===== config.mk =====
export PLATFORM = sky130hd
export DESIGN_NAME = spi_frame_master
export DESIGN_NICKNAME = d
export VERILOG_FILES = /design/src/rtl/spi_frame_master.sv
export SDC_FILE = /design/constraint.sdc
export NUM_CORES = 1
export LEC_CHECK = 0
export CORE_MARGIN = 3
export CORE_UTILIZATION = 48
export CTS_CLUSTER_DIAMETER = 120
export DETAILED_ROUTE_END_ITERATION = 10
export GPL_TIMING_DRIVEN = 0
export PLACE_DENSITY = 0.77
export SYNTH_ARGS = -nofsm -noshare
export SYNTH_HDL_FRONTEND = slang
export SYNTH_SLANG_ARGS = --single-unit

===== constraint.sdc =====
create_clock -name internal_clk -period 5.9 [get_ports internal_clk]
set_input_delay 0.885 -clock internal_clk [delete_from_list [all_inputs] [get_ports internal_clk]]
set_output_delay 0.885 -clock internal_clk [all_outputs]
set_load 0.05 [all_outputs]

===== src/rtl/spi_frame_master.sv =====
// SPI master engine: variable-length MSB-first frames in all four CPOL/CPHA modes,
// one internal_clk cycle per SCLK half-period, start/busy/done handshake.
module spi_frame_master #(
   parameter int SIZE    = 40,
   parameter int CS_SIZE = 1,
   parameter int LEN_W   = $clog2(SIZE + 1),
   parameter int CS_W    = (CS_SIZE > 1) ? $clog2(CS_SIZE) : 1
) (
   input  logic               internal_clk,
   input  logic               reset_n_in,
   input  logic               start_in,
   input  logic [SIZE-1:0]    data_in,
   input  logic [LEN_W-1:0]   len_in,
   input  logic               cpol_in,
   input  logic               cpha_in,
   input  logic [CS_W-1:0]    cs_select,
   input  logic               miso_in,
   output logic               busy_out,
   output logic               done_out,
   output logic [SIZE-1:0]    data_out,
   output logic               sclk_out,
   output logic               mosi_out,
   output logic [CS_SIZE-1:0] cs_out_n
);

   typedef enum logic [2:0] {IDLE, SETUP, XFER, HOLD, DONE} state_t;

   localparam logic [LEN_W-1:0] SIZE_L = LEN_W'(SIZE);

   state_t             state_q, state_d;
   logic [SIZE-1:0]    tx_q, tx_d;
   logic [SIZE-1:0]    rx_q, rx_d;
   logic [SIZE-1:0]    data_out_q, data_out_d;
   logic [LEN_W-1:0]   len_q, len_d;
   logic [LEN_W:0]     h_q, h_d;
   logic               cpol_q, cpol_d;
   logic               cpha_q, cpha_d;
   logic               busy_q, busy_d;
   logic               done_q, done_d;
   logic               sclk_q, sclk_d;
   logic               mosi_q, mosi_d;
   logic [CS_SIZE-1:0] cs_q, cs_d;

   logic [LEN_W-1:0]   len_c;
   logic [SIZE-1:0]    tx_init;
   logic [CS_SIZE-1:0] cs_sel_n;
   logic               shift_half;
   logic               more_bits;
   logic               last_half;

   // Frame is MSB-aligned in tx so the outgoing bit is always the top bit.
   always_comb begin
      len_c    = (len_in == '0 || len_in > SIZE_L) ? SIZE_L : len_in;
      tx_init  = data_in << (SIZE_L - len_c);
      cs_sel_n = '1;
      for (int i = 0; i < CS_SIZE; i++) cs_sel_n[i] = (cs_select != CS_W'(i));
   end

   // Capture and MOSI advance share one half: even ends for CPHA=0, odd ends for CPHA=1.
   assign shift_half = (h_q[0] == cpha_q);
   assign more_bits  = (h_q[LEN_W:1] != len_q - LEN_W'(1));
   assign last_half  = (h_q == {len_q - LEN_W'(1), 1'b1});

   always_comb begin
      state_d    = state_q;
      tx_d       = tx_q;
      rx_d       = rx_q;
      data_out_d = data_out_q;
      len_d      = len_q;
      h_d        = h_q;
      cpol_d     = cpol_q;
      cpha_d     = cpha_q;
      busy_d     = busy_q;
      done_d     = done_q;
      sclk_d     = sclk_q;
      mosi_d     = mosi_q;
      cs_d       = cs_q;
      case (state_q)
         IDLE: begin
            sclk_d = cpol_in;
            cs_d   = '1;
            mosi_d = 1'b0;
            busy_d = 1'b0;
            done_d = 1'b0;
            if (start_in) begin
               state_d = SETUP;
               len_d   = len_c;
               cpol_d  = cpol_in;
               cpha_d  = cpha_in;
               tx_d    = tx_init;
               rx_d    = '0;
               h_d     = '0;
               busy_d  = 1'b1;
               cs_d    = cs_sel_n;
               mosi_d  = cpha_in ? 1'b0 : tx_init[SIZE-1];
            end
         end
         SETUP: begin
            state_d = XFER;
            h_d     = '0;
            sclk_d  = ~cpol_q;
            if (cpha_q) mosi_d = tx_q[SIZE-1];
         end
         XFER: begin
            if (shift_half) begin
               rx_d = {rx_q[SIZE-2:0], miso_in};
               if (more_bits) begin
                  tx_d   = tx_q << 1;
                  mosi_d = tx_q[SIZE-2];
               end
            end
            if (last_half) begin
               state_d = HOLD;
               sclk_d  = cpol_q;
            end else begin
               h_d    = h_q + 1'b1;
               sclk_d = cpol_q ^ h_q[0];
            end
         end
         HOLD: begin
            state_d    = DONE;
            cs_d       = '1;
            done_d     = 1'b1;
            data_out_d = rx_q;
            mosi_d     = 1'b0;
         end
         DONE: begin
            state_d = IDLE;
            done_d  = 1'b0;
            busy_d  = 1'b0;
         end
         default: state_d = IDLE;
      endcase
   end

   always_ff @(posedge internal_clk or negedge reset_n_in) begin
      if (!reset_n_in) begin
         state_q    <= IDLE;
         tx_q       <= '0;
         rx_q       <= '0;
         data_out_q <= '0;
         len_q      <= SIZE_L;
         h_q        <= '0;
         cpol_q     <= 1'b0;
         cpha_q     <= 1'b0;
         busy_q     <= 1'b0;
         done_q     <= 1'b0;
         sclk_q     <= 1'b0;
         mosi_q     <= 1'b0;
         cs_q       <= '1;
      end else begin
         state_q    <= state_d;
         tx_q       <= tx_d;
         rx_q       <= rx_d;
         data_out_q <= data_out_d;
         len_q      <= len_d;
         h_q        <= h_d;
         cpol_q     <= cpol_d;
         cpha_q     <= cpha_d;
         busy_q     <= busy_d;
         done_q     <= done_d;
         sclk_q     <= sclk_d;
         mosi_q     <= mosi_d;
         cs_q       <= cs_d;
      end
   end

   assign busy_out = busy_q;
   assign done_out = done_q;
   assign data_out = data_out_q;
   assign sclk_out = sclk_q;
   assign mosi_out = mosi_q;
   assign cs_out_n = cs_q;

endmodule


==> results.toml, run 1 <==
[setup_path]
crit_arrival_ns = 5.68
critPathKind = "in -> reg"
worstPathCellList = "clkdlybuf4s50_1, buf_2, o21ai_1, clkbuf_1, nand2_1, ha_1, clkbuf_1, buf_2, clkbuf_1, nand2_1, o22ai_1, o21a_1, nand2_1, a41oi_1"
ff2ff_setup_slack_ns = 2.67
required_ns = 6.23
path_buf_inv = 6
worstSetupStartpointType = "input port"
cp_max_fo = 10
slowest_stage = "o22ai_1"
r2r_start = "state_q[1]$_DFFE_PN0P_"
regToRegEndpoint = "tx_q[16]$_DFFE_PN0P_"
cp-end-kind = "flop"
path_delay_family = "buffers and inverters"
critPathMaxStageDelay_ns = 0.69
reg2reg_depth = 7

[die]
die_h_um = 141
rows = 48
start_util_pct = 49.8
dieArea_mm2 = 0.0199
dieWidth_um = 141
core_mm2 = 0.0176
ios = 98

[cts]
clk_pin_slew_ns = 0.06
root_buffer = "clkbuf_16"
insertion_delay_ns = 0.42
h-tree-depth = 4
cts_sinks = 143
cts_buffer_depth = 2
cts_tree = "done"
hold_buffers = 0
post-cts-setup-buffers = 0
cts_resized = 0
cts_buffers = 17

[synth]
syn_inst = 1037
yosysWarnings = 0
synth_top_area_share_pct = 40.0
ys.flop_type = "dfrtp_1"
ys_top_cells_by_area = "dfrtp_1 (40%), nand2_1 (11%), mux4_2 (5.1%), mux2i_1 (4.2%), o21ai_0 (3.4%)"
async_flop_share_pct = 100
synth_top_area_cell = "dfrtp_1"
ys_seq_area_share_pct = 40.9
synth_seq_cells = 143
syn_nets = 1093
synthTopCellsByCount = "nand2_1 (264), dfrtp_1 (140), nor2_1 (77)"
avgSynthCellArea_um2 = 8.44
ys_types = 72
yosysMostFrequentCell = "nand2_1"
synth_edf_count = 0
syn_area_mm2 = 0.00876

[power_and_ir_drop]
power_switching_w = 0.00174
internal_power_w = 0.00247
seqPwrFrac_pct = 31.7
power.share.combinational_pct = 43.0
ir_drop_v = 0.000288
pwr-share-clk_pct = 25.2
power_density_mw_per_mm2 = 397
p_leak_nw = 4.69
swShare_pct = 41.4

[finish]
insertedDiodeCount = 0
area_growth_pct = 21.1
layout-drive-gt1-share_pct = 8.75
finish.utilization_pct = 60.3
layout.nets = 1209
final_area_mm2 = 0.0106

[timing]
rsz0062_at_grt = "false"
fin_setup_tns_ns = 0
timing.fmax_mhz = 187
final.setup.worst_slack_ns = 0.550
slew_viol_final = 0
period_share_pct = 90.7
hold_ws_ns = 0.401
worst_pin_slew_ns = 0.961
setup_viol = 0
fin_crit_ns = 5.35
finClkSkew_ns = 0.00713
max_slew_margin_pct = 35.4
hold_violations = 0

[global_routing]
grt_util_met3_pct = 4.85
grt_pass1_vias = 8147
grt_max_degree = 95
grt_pass1_wl_um = 42400
antenna_found_initial = 0
grt_use_met2_pct = 40.5
met1_usage_pct = 37.3
grt_busiest_layer = "met2"
track_usage_pct = 26.3
gr-total-overflow = 0

[detailed_routing]
drtPass1Iterations = 5
post_drt_wl_per_cell_um = 18.7
vias_per_cell = 6.17
drt_iter0_markers = 945
drtAntennaViolNets = 0
drc = 0
drt_wl_total_um = 26000
vias = 8583

[placed_design]
dp_hpwl_um = 19200
pre_cts_ws_ns = 0.274
dpl-instance-area_mm2 = 0.0100
gp_congestion = 1.00
port_buffers = 96

[hold_path]
hold_path_class = "in -> async"

[run_status]
outcome = "completed"

[flow_run]
drv_cap = 0
[worst max-delay path by stage]
stage                     depth (start not counted)  slack, ns        from                    to
after global routing                             14       0.26   len_in[4]  tx_q[29]$_DFFE_PN0P_
after detailed placement                         14       0.27   len_in[4]  tx_q[29]$_DFFE_PN0P_
final                                            14       0.55   len_in[4]  tx_q[29]$_DFFE_PN0P_
after global placement                            1      -1.76  reset_n_in   tx_q[0]$_DFFE_PN0P_
after CTS                                        14       0.70   len_in[4]  tx_q[29]$_DFFE_PN0P_
after floorplan                                  13       1.90   len_in[4]  tx_q[36]$_DFFE_PN0P_
[metrics by stage]
| step | instances | total power (W) |
|---|---|---|
| global placement | 1358 | 0.00308 |
| finish | 1391 | 0.00421 |
| floorplan | 1037 | 0.00258 |
| CTS | 1391 | 0.00419 |
| global route | 1391 | 0.00445 |
| detailed placement | 1359 | 0.00312 |
[metal layers]
metal,share of wire [%],up-vias
li1,-,3944
met1,43,4177
met2,46,393
met3,8.2,69
met4,2.6,0
met5,0,-
[power by group through the flow]
stage	clock network (W)	logic (W)	registers, W
after floorplan	0	0.00120	0.00138
after global placement	0	0.00173	0.00134
after detailed placement	0	0.00177	0.00135
after CTS	0.00108	0.00178	0.00133
after global routing	0.00112	0.00198	0.00136
final	0.00106	0.00181	0.00134
[kinds of logic (layout without fill, tap and decap cells)]
family                     Yosys count  after routing  synth area share, %
AOI/OAI and AO/OA                  241            241                 18.6
xor gates and xnor gates             7              7                0.700
DFF                                143            143                 40.9
muxes                               69             69                 10.9
and+or+nand+nor                    482            482                 23.8
adders and majority gates            3              3                0.429
buffers and inverters               92            221                 4.61
[flip-flops by register name, summed over array words and instances, names as in the netlist, 3 cells and up]
| name | cells |
|---|---|
| h_q | 7 |
| tx_q | 40 |
| rx_q | 40 |
| state_q | 3 |
| len_q | 6 |
| data_out | 40 |
[area by class of cell]
type,count,area [um2]
plain buffers,80,359
repair buffers,97,990
flip-flops and latches,143,3580
fillers,1543,6990
well taps,225,282
multi-input cells,802,4770
inverters,12,45.0
clock inverters,12,134
clock buffers,20,447
[placed cells by master (no fill, tap or decap), types with 4 or more instances in the layout]
master             n
inv_1             10
a211oi_1           9
a21oi_1           48
clkbuf_16         17
buf_1              8
a31oi_1           12
nand2_1          264
a32o_1            11
nor2_1            77
nor3_1            18
nand3_1           56
and2_1            32
nand2b_1           4
a32oi_1           16
mux2i_1           37
clkdlybuf4s50_1   95
buf_2             19
o211ai_1           9
or3_1              6
clkbuf_1          49
inv_6              4
o21ai_0           60
mux2_2            12
a41oi_1            5
xnor2_1            6
and3_1             5
o22ai_1           13
mux4_2            20
nor2b_1            5
dfrtp_1          140
a22oi_1           11
Note: power is estimated with default switching activity, not from simulation.
==> run 2: changes to the inputs <==
==> constraint.sdc (replaced) <==
create_clock -name internal_clk -period 5.1 [get_ports internal_clk]
set_input_delay 0.765 -clock internal_clk [delete_from_list [all_inputs] [get_ports internal_clk]]
set_output_delay 0.765 -clock internal_clk [all_outputs]
set_load 0.05 [all_outputs]
==> run 2 against run 1 <==
Effect of this change: critical endpoint is now tx_q[36]$_DFFE_PN0P_; power up 16%; global-route usage unchanged; worst setup slack worse by 0.29 ns; first-iteration DRC count down 1.5%; register-to-register slack worse by 0.86 ns; flip-flop and latch count unchanged; via count down 0.50%; sequential power up 16%.
==> results.toml, run 2 (same netlist as run 1, synthesis figures left out) <==
[placed_design]
gp_congestion = 1.00
dp_hpwl_um = 19200
port_buffers = 96

[cts]
cts_buffer_depth = 2
h-tree-depth = 4
clk_pin_slew_ns = 0.06
cts_sinks = 143
insertion_delay_ns = 0.42
cts_tree = "done"
cts_buffers = 17
root_buffer = "clkbuf_16"
post-cts-setup-buffers = 0

[setup_path]
critPathKind = "in -> reg"
required_ns = 5.39
r2r_start = "state_q[1]$_DFFE_PN0P_"
worstSetupStartpointType = "input port"
path_delay_family = "buffers and inverters"
critPathMaxStageDelay_ns = 0.48
path_buf_inv = 7
worstPathCellList = "clkdlybuf4s50_1, buf_2, o21ai_2, clkbuf_1, nand2_1, ha_1, clkbuf_1, buf_2, clkbuf_2, buf_1, o22ai_1, a221oi_1, a21oi_1"
regToRegEndpoint = "tx_q[21]$_DFFE_PN0P_"
cp-startpoint = "len_in[4]"
ff2ff_setup_slack_ns = 1.81
reg2reg_depth = 7
cp_max_fo = 10
cp-end-kind = "flop"
slowest_stage = "buf_1"
crit_arrival_ns = 5.13

[detailed_routing]
post_drt_wl_per_cell_um = 18.8
vias_per_cell = 6.14
drc = 0
drt_iter0_markers = 931
drtPass1Iterations = 5
drt_wl_total_um = 26100
drtAntennaViolNets = 0
vias = 8540

[timing]
hold_ws_ns = 0.279
max_slew_margin_pct = 34.9
worst_pin_slew_ns = 0.969
slew_viol_final = 0
fin_crit_ns = 4.84
hold_violations = 0
finClkSkew_ns = 0.00714
timing.fmax_mhz = 207
period_share_pct = 94.8
rsz0062_at_grt = "false"
setup_viol = 0

[global_routing]
track_usage_pct = 26.3
grt_pass1_wl_um = 42400
grt_max_degree = 95
antenna_found_initial = 0
gr-total-overflow = 0
grt_pass1_vias = 8147

[finish]
finish.utilization_pct = 60.4
insertedDiodeCount = 0
layout-drive-gt1-share_pct = 9.01
final_cell_mix = "nand2_1 (264), dfrtp_1 (140), clkdlybuf4s50_1 (95)"
final_common_cell = "nand2_1"
fillers = 1541
layout.nets = 1209
area_growth_pct = 21.3

[die]
rows = 48
dieArea_mm2 = 0.0199
die_h_um = 141
ios = 98
start_util_pct = 49.8
core_mm2 = 0.0176
dieWidth_um = 141

[power_and_ir_drop]
power_density_mw_per_mm2 = 460
p_leak_nw = 4.69
ir_drop_v = 0.000333

[hold_path]
hold_path_class = "in -> async"

[flow_run]
drv_cap = 0

[run_status]
outcome = "completed"
## run 2: cell counts in the layout (fill, tap and decap cells not counted)
Identical to the previous run, type by type.
## run 2: final cells by class
type	instances	area, um2	share of cell area, %
sequential	143	3580	33.7
timing repair buffer	97	990	9.32
clock inverter	12	134	1.26
buffer	80	360	3.39
inverter	12	45.0	0.424
clock buffer	20	447	4.21
tap	225	282	2.65
multi-input combinational	802	4780	45.0
## run 2: metal layers
| layer | up-vias | global-route usage [%] | routed length, um |
|---|---|---|---|
| met5 | - | 0 | 0 |
| met4 | 0 | 9.13 | 644 |
| met3 | 63 | 4.85 | 2160 |
| met2 | 413 | 40.5 | 12100 |
| met1 | 4116 | 37.3 | 11200 |
| li1 | 3948 | - | - |
## run 2: worst max path at each step
stage                                 endpoint  cells after the start  slack (ns)
after floorplan           tx_q[36]$_DFFE_PN0P_                     13        1.22
after global placement     tx_q[0]$_DFFE_PN0P_                      1       -2.44
after detailed placement  tx_q[29]$_DFFE_PN0P_                     14       -0.41
after CTS                 tx_q[29]$_DFFE_PN0P_                     14        0.02
after global routing      tx_q[38]$_DFFE_PN0P_                     14        0.06
final                     tx_q[36]$_DFFE_PN0P_                     13        0.26
## run 2: worst register-to-register path, stage by stage (launching register included)
cell      delay (ns)
dfrtp_1         0.32
clkbuf_1        0.29
clkinv_1        0.34
nor3_1          0.82
clkbuf_1        0.51
clkbuf_1        0.54
o21ai_0         0.19
a31oi_1         0.19
## run 2: timing repair
item | in CTS | in global routing
hold buffers | 0 | 0
setup endpoints to repair | 0 | 29
gates resized for setup | 0 | 4
## run 2: through the flow
stage                     setup TNS (ns)  setup WS [ns]  total power [W]  instance area [um2]  cells
after floorplan                        0           1.22          0.00299                 8760   1037
after global placement           -346.98          -2.44          0.00356                10000   1358
after detailed placement           -5.58         -0.406          0.00361                10000   1359
after CTS                              0         0.0167          0.00485                10600   1391
after global routing                   0         0.0647          0.00515                10600   1391
final                                  0          0.264          0.00488                10600   1391
## run 2: power breakdown
| group | switching (W) | internal, W |
|---|---|---|
| Clock | 0.000497 | 0.000737 |
| Combinational | 0.00137 | 0.000730 |
| Sequential | 0.000158 | 0.00139 |
